`config.mk`:
```
export PLATFORM = sky130hd
export DESIGN_NAME = wts_channel_register
export DESIGN_NICKNAME = d
export VERILOG_FILES = /design/src/rtl/wts_channel_register.sv
export SDC_FILE = /design/constraint.sdc
export NUM_CORES = 1
export LEC_CHECK = 0
export ABC_AREA = 1
export BUFFER_PORTS_ARGS = -buffer_cell sky130_fd_sc_hd__buf_2
export CAP_MARGIN = 10
export CORE_MARGIN = 2
export CORE_UTILIZATION = 61
export DETAILED_ROUTE_END_ITERATION = 6
export GPL_TIMING_DRIVEN = 0
export PLACE_DENSITY = 0.77
export SYNTH_ARGS = -nofsm -noshare
export SYNTH_HDL_FRONTEND = slang
export SYNTH_SLANG_ARGS = --single-unit
```
`constraint.sdc`:
```
create_clock -name clk -period 2.4 [get_ports clk]
set_input_delay 0.12 -clock clk [delete_from_list [all_inputs] [get_ports clk]]
set_output_delay 0.12 -clock clk [all_outputs]
set_load 0.01 [all_outputs]
```
`src/rtl/wts_channel_register.sv`:
```
// wts_channel_register
// Control-register file for the wave-table sound engine. It holds the
// frequency count, volume and enable bit for each of CH_NUM channels, plus
// a global mode register. The CPU reaches it over a byte-wide
// wrreq/rdreq bus. The tone generator reads it through a free-running,
// time-multiplexed channel scan.
//
// Ports
//   nreset          asynchronous reset, active low
//   clk             clock, rising edge
//   wrreq           single-cycle write strobe
//   rdreq           single-cycle read strobe
//   address         register address
//   wrdata          write data
//   rddata          read data, valid while rdvalid=1, held afterwards
//   rdvalid         one-cycle pulse, the cycle after rdreq
//   scan_en         advance the channel scan
//   scan_valid      scan outputs were updated this cycle
//   scan_ch         channel index shown on the scan outputs
//   scan_frequency  committed frequency of scan_ch
//   scan_volume     volume of scan_ch
//   scan_enable     enable bit of scan_ch
//   scan_first      scan_ch==0 while scan_valid=1
//   phase_reset     per-channel one-cycle pulse after a frequency commit
//
// Address map (c = channel index)
//   0x00+2c  frequency low byte
//   0x01+2c  frequency high bits
//   0x10+c   volume
//   0x18     enable mask
//   0x1F     mode register: bit0 ATOMIC, bit1 PRST
//   Any other address ignores writes and reads back 0xFF.
module wts_channel_register #(
  parameter int CH_NUM = 5,
  parameter int FREQ_W = 12,
  parameter int VOL_W  = 4
) (
  input  logic              nreset,
  input  logic              clk,
  input  logic              wrreq,
  input  logic              rdreq,
  input  logic [7:0]        address,
  input  logic [7:0]        wrdata,
  output logic [7:0]        rddata,
  output logic              rdvalid,
  input  logic              scan_en,
  output logic              scan_valid,
  output logic [2:0]        scan_ch,
  output logic [FREQ_W-1:0] scan_frequency,
  output logic [VOL_W-1:0]  scan_volume,
  output logic              scan_enable,
  output logic              scan_first,
  output logic [CH_NUM-1:0] phase_reset
);

  logic [FREQ_W-1:0] freq   [CH_NUM];
  logic [7:0]        shadow [CH_NUM];
  logic [VOL_W-1:0]  vol    [CH_NUM];
  logic [CH_NUM-1:0] en_mask;
  logic [1:0]        mode;
  logic [2:0]        ch_cnt;

  logic [CH_NUM-1:0] commit;
  logic [7:0]        rd_mux;
  logic [FREQ_W-1:0] sel_freq;
  logic [VOL_W-1:0]  sel_vol;
  logic              sel_en;

  // Flag the channels whose committed frequency changes on this edge.
  // A high-byte write always commits. A low-byte write commits only when
  // ATOMIC is off; otherwise it just loads the shadow.
  always_comb begin
    commit = '0;
    for (int c = 0; c < CH_NUM; c++) begin
      if (wrreq && address == 8'(2 * c + 1))
        commit[c] = 1'b1;
      else if (wrreq && !mode[0] && address == 8'(2 * c))
        commit[c] = 1'b1;
    end
  end

  // CPU write side.
  // In atomic mode the low byte waits in the shadow until the high byte
  // arrives. The shadow is never cleared by a commit, so the same low byte
  // can be reused with several high-byte writes.
  always_ff @(posedge clk or negedge nreset) begin
    if (!nreset) begin
      for (int c = 0; c < CH_NUM; c++) begin
        freq[c]   <= '0;
        shadow[c] <= '0;
        vol[c]    <= '0;
      end
      en_mask <= '0;
      mode    <= '0;
    end else begin
      for (int c = 0; c < CH_NUM; c++) begin
        if (wrreq && address == 8'(2 * c)) begin
          if (mode[0])
            shadow[c] <= wrdata;
          else
            freq[c][7:0] <= wrdata;
        end
        if (wrreq && address == 8'(2 * c + 1)) begin
          if (mode[0])
            freq[c] <= {wrdata[FREQ_W-9:0], shadow[c]};
          else
            freq[c][FREQ_W-1:8] <= wrdata[FREQ_W-9:0];
        end
        if (wrreq && address == 8'(8'h10 + c))
          vol[c] <= wrdata[VOL_W-1:0];
      end
      if (wrreq && address == 8'h18)
        en_mask <= wrdata[CH_NUM-1:0];
      if (wrreq && address == 8'h1F)
        mode <= wrdata[1:0];
    end
  end

  // Read-back mux built from the current register contents. Because it
  // samples state from before the edge, a read that coincides with a
  // write to the same address returns the old value. The low byte shows
  // the committed frequency, never the shadow.
  always_comb begin
    rd_mux = 8'hFF;
    for (int c = 0; c < CH_NUM; c++) begin
      if (address == 8'(2 * c))
        rd_mux = freq[c][7:0];
      if (address == 8'(2 * c + 1))
        rd_mux = 8'(freq[c][FREQ_W-1:8]);
      if (address == 8'(8'h10 + c))
        rd_mux = 8'(vol[c]);
    end
    if (address == 8'h18)
      rd_mux = 8'(en_mask);
    if (address == 8'h1F)
      rd_mux = {6'b0, mode};
  end

  // Registered read: the data lands one cycle after rdreq and then holds.
  always_ff @(posedge clk or negedge nreset) begin
    if (!nreset) begin
      rddata  <= '0;
      rdvalid <= 1'b0;
    end else begin
      rdvalid <= rdreq;
      if (rdreq)
        rddata <= rd_mux;
    end
  end

  // Pick the channel currently addressed by the scan counter.
  always_comb begin
    sel_freq = freq[0];
    sel_vol  = vol[0];
    sel_en   = en_mask[0];
    for (int c = 0; c < CH_NUM; c++) begin
      if (ch_cnt == 3'(c)) begin
        sel_freq = freq[c];
        sel_vol  = vol[c];
        sel_en   = en_mask[c];
      end
    end
  end

  // Channel scan. It presents the values that were committed before this
  // edge, so a commit that lands on the same edge shows up on the next
  // visit to that channel.
  always_ff @(posedge clk or negedge nreset) begin
    if (!nreset) begin
      ch_cnt         <= '0;
      scan_ch        <= '0;
      scan_frequency <= '0;
      scan_volume    <= '0;
      scan_enable    <= 1'b0;
      scan_valid     <= 1'b0;
      scan_first     <= 1'b0;
    end else if (scan_en) begin
      scan_ch        <= ch_cnt;
      scan_frequency <= sel_freq;
      scan_volume    <= sel_vol;
      scan_enable    <= sel_en;
      scan_valid     <= 1'b1;
      scan_first     <= (ch_cnt == 3'd0);
      ch_cnt         <= (ch_cnt == 3'(CH_NUM - 1)) ? 3'd0 : ch_cnt + 3'd1;
    end else begin
      scan_valid <= 1'b0;
      scan_first <= 1'b0;
    end
  end

  // Phase-reset pulses follow each frequency commit by one cycle, but only
  // while PRST is set.
  always_ff @(posedge clk or negedge nreset) begin
    if (!nreset)
      phase_reset <= '0;
    else
      phase_reset <= mode[1] ? commit : '0;
  end

endmodule
```
==> impl_results.md <==
- Detailed-route wire length per cell: 19.2 um
- Critical R2R Capture: scan_frequency[2]
- Worst VDD drop: approximately 0.55 mV
- Post-DRT Antenna Nets: 0
- RSZ-0062 raised after global routing: false
- Most frequent cells in the layout: nand2_1 (261), dfrtp_1 (166), o21ai_0 (129)
- GRT Util Overall: 0.364
- Layout area overhead: 13.7%
- Starting density of the core: 0.621
- Instance count on the critical path: 8
- Routed wire length: approximately 25,000 um
- Vias in the first global route: ~7,200
- Setup TNS Final: 0 ns
- Worst Reg-to-Reg Cells: 8
- Initial DRC count: 1,043
- Max-slew headroom: 0.323
- Clock Latency Late Sink: 0.44 ns
- Slowest cell on the critical path: dfrtp_1
- Status: finished, final reports clean
- Mapped Cells: 1,018
- Row cnt: between 40 and 50
- CTS tree: built
- Routed vias: around 7,700
- Final net count: approximately 1,100
- Max frequency: 442 MHz
- Cells on Worst Hold Path: 3
- Hold slack: around 0.0068 ns
- Setup WS post-layout: 0.139 ns
- Number of antenna diodes: 0
- Multi-input gate area: roughly 0.0035 mm2
- Fin crit period: about 2.3 ns
- Final Hold Vio Count: 0
- Syn_nets: 1,044
- Number of I/O pins: 57
- DP Wirelength: 18,000 um
- Initial DRT Pass Iterations: 6
- P per Cell Area: 790 mW/mm2
- #FFs+latches synth: roughly 170
- Clock Pin Slew Worst Setup and Hold Paths: 0.07 ns
- Worst setup EP type: flip-flop
- Most common cell on crit path: o21ai_0
- CTS sink cnt: 166
- Clock tree buffer depth: 2
- Commonest non-fill, non-tap cell in the layout: nand2_1
- Worst-Margin Slew: 1.01 ns
- Max-slew violation count: 0
- HP Class: in2reg
- Cell taking the most area after synthesis: dfrtp_1
- Top delay family on crit path: compound AO/OA/AOI/OAI gates
- Placed cell count: 1,251
- Ys flop type: dfrtp_1
- Largest net degree at the start of global routing: 103
- Synth cell types: 39
- Total gr overflow: 0
- Initial antenna violation count: 0
- Fraction of layout cells with a size suffix above 1: 0.138
- Worst R2R Start: ch_cnt[1]
- Max Cap Viol: 0
- Pleak: 4.46 nW
- Worst-path maximum fanout: 10
- Crit path kind: reg2reg
- Vias per cell: around 6
- Register Area: 0.00415 mm2
- Crit-path max cell delay: 0.39 ns
- CP required: between 2 and 3 ns
- Fill cells: 1,092
- Synth top area cells: dfrtp_1 (51%), nand2_1 (12%), o21ai_0 (7.9%)
- Die area: 0.0144 mm2
- Die Ht: 120 um
- Root Buffer: clkbuf_16
- Mapped Area: 0.00819 mm2
- Critical path arrival: 2.56 ns
- Yosys top cell area share: 0.507
- Startpoint Class: flip-flop
- YS warnings: 0
- Syn Area/Cell: 8.05 um2
- Critical Path Sink: scan_frequency[2]
- Worst path bufs/invs: 2
- Final Skew: 0.0117 ns
- Die span in x: around 120 um
- Place WS: 0.0311 ns
- Input/output buffers: 56
- First-pass GRT wire length: 39,400 um
- Critical Path Start: ch_cnt[1]
- CP cell instances: inv_1 -> ha_2 -> nand2_1 -> clkbuf_1 -> o211ai_1 -> o21ai_0 -> o21ai_0 -> a31oi_1
- FFs w/ async S/R, synth: 1.00
- Number of synthesized flops with an enable pin: 0
- H-tree levels: 4
- CTS Buf Count: 17
- Sequential area share after synthesis: 0.507
- Routability cong.: around 1.0
- Final setup violation count: 0
- Setup Fix Bufs, Post-CTS: 0
- Register-to-register setup slack: 0.14 ns
- DRC: 0
- Final period utilization: 0.942
- Core area: 0.0132 mm2
- Non-Filler Instances: 1,286
how the worst min path moves through the flow:
| stage | start | end |
|---|---|---|
| after CTS | wrdata[6] | freq[54] |
| after detailed placement | nreset | vol[19] |
| after global placement | scan_en | scan_valid |
| after global routing | wrdata[2] | freq[58] |
| final | wrdata[6] | freq[54] |
| after floorplan | nreset | ch_cnt[0] |
registers in the layout (all words and copies together), names as in the netlist:
name,count
scan_ch,3
scan_enable,1
scan_valid,1
mode,2
scan_volume,4
shadow,40
rdvalid,1
en_mask,5
scan_first,1
freq,60
scan_frequency,12
rddata,8
vol,20
phase_reset,5
ch_cnt,3
final cells by class:
| type | count | share of cell area |
|---|---|---|
| repair buffers | 60 | 0.0373 |
| inverters | 106 | 0.0437 |
| clock inverters | 13 | 0.0107 |
| clock buffers | 19 | 0.0475 |
| well taps | 176 | 0.0236 |
| plain buffers | 32 | 0.0152 |
| flip-flops and latches | 166 | 0.446 |
| multi-input cells | 714 | 0.376 |
Yosys cell counts (8+ instances only):
cell type / count
nand2_1: 261
dfrtp_1: 166
o21ai_0: 130
nor2_1: 104
inv_1: 90
a21oi_1: 44
a31oi_1: 30
nand3_1: 26
clkbuf_1: 23
o22ai_1: 16
inv_2: 13
nand2_2: 12
o211ai_1: 12
nor2_4: 10
o21ai_1: 10
a221oi_1: 9
o221ai_1: 8
stage by stage:
| stage | total power, mW | util | area [um2] |
|---|---|---|---|
| 4_1_cts | 7.31 | 0.705 | 9300 |
| 2_1_floorplan | 4.11 | - | 8190 |
| 5_1_grt | 7.63 | 0.706 | 9320 |
| 6_report | 7.36 | 0.706 | 9320 |
| 3_3_place_gp | 4.76 | 0.659 | 8690 |
| 3_5_place_dp | 4.80 | 0.662 | 8730 |
report_power, final:
group / total [mW] / internal (mW) / switching (mW)
registers: 3.21 / 3.05 / 0.162
clock network: 2.55 / 1.36 / 1.19
logic: 1.60 / 0.497 / 1.11
total: 7.36 / 4.91 / 2.45
what timing repair did:
item,4_1_cts,5_1_grt
endpoints found under the setup margin,0,19
gates resized for setup,0,8
hold endpoints to repair,66,0
hold buffers,3,0
cells by family after synthesis:
family,Yosys count,synth area share
DFF,166,0.507
and+or+nand+nor,436,0.230
buffers and inverters,138,0.0658
AOI/OAI and AO/OA,273,0.190
adders and majority gates,5,0.00764
metal layers:
layer	vias up	wire length, um	track usage
met5	-	0	0
met4	0	1220	0.169
met3	90	2220	0.0637
met2	470	11300	0.559
met1	3580	9970	0.509
li1	3544	-	-
worst register-to-register path, cell delays in order, from the launching register on:
cell      delay (ns)
dfrtp_1         0.39
inv_1           0.13
ha_2            0.29
nand2_1         0.14
clkbuf_1        0.32
o211ai_1        0.30
o21ai_0         0.15
o21ai_0         0.30
a31oi_1         0.12
Note: power is estimated with default switching activity, not from simulation.
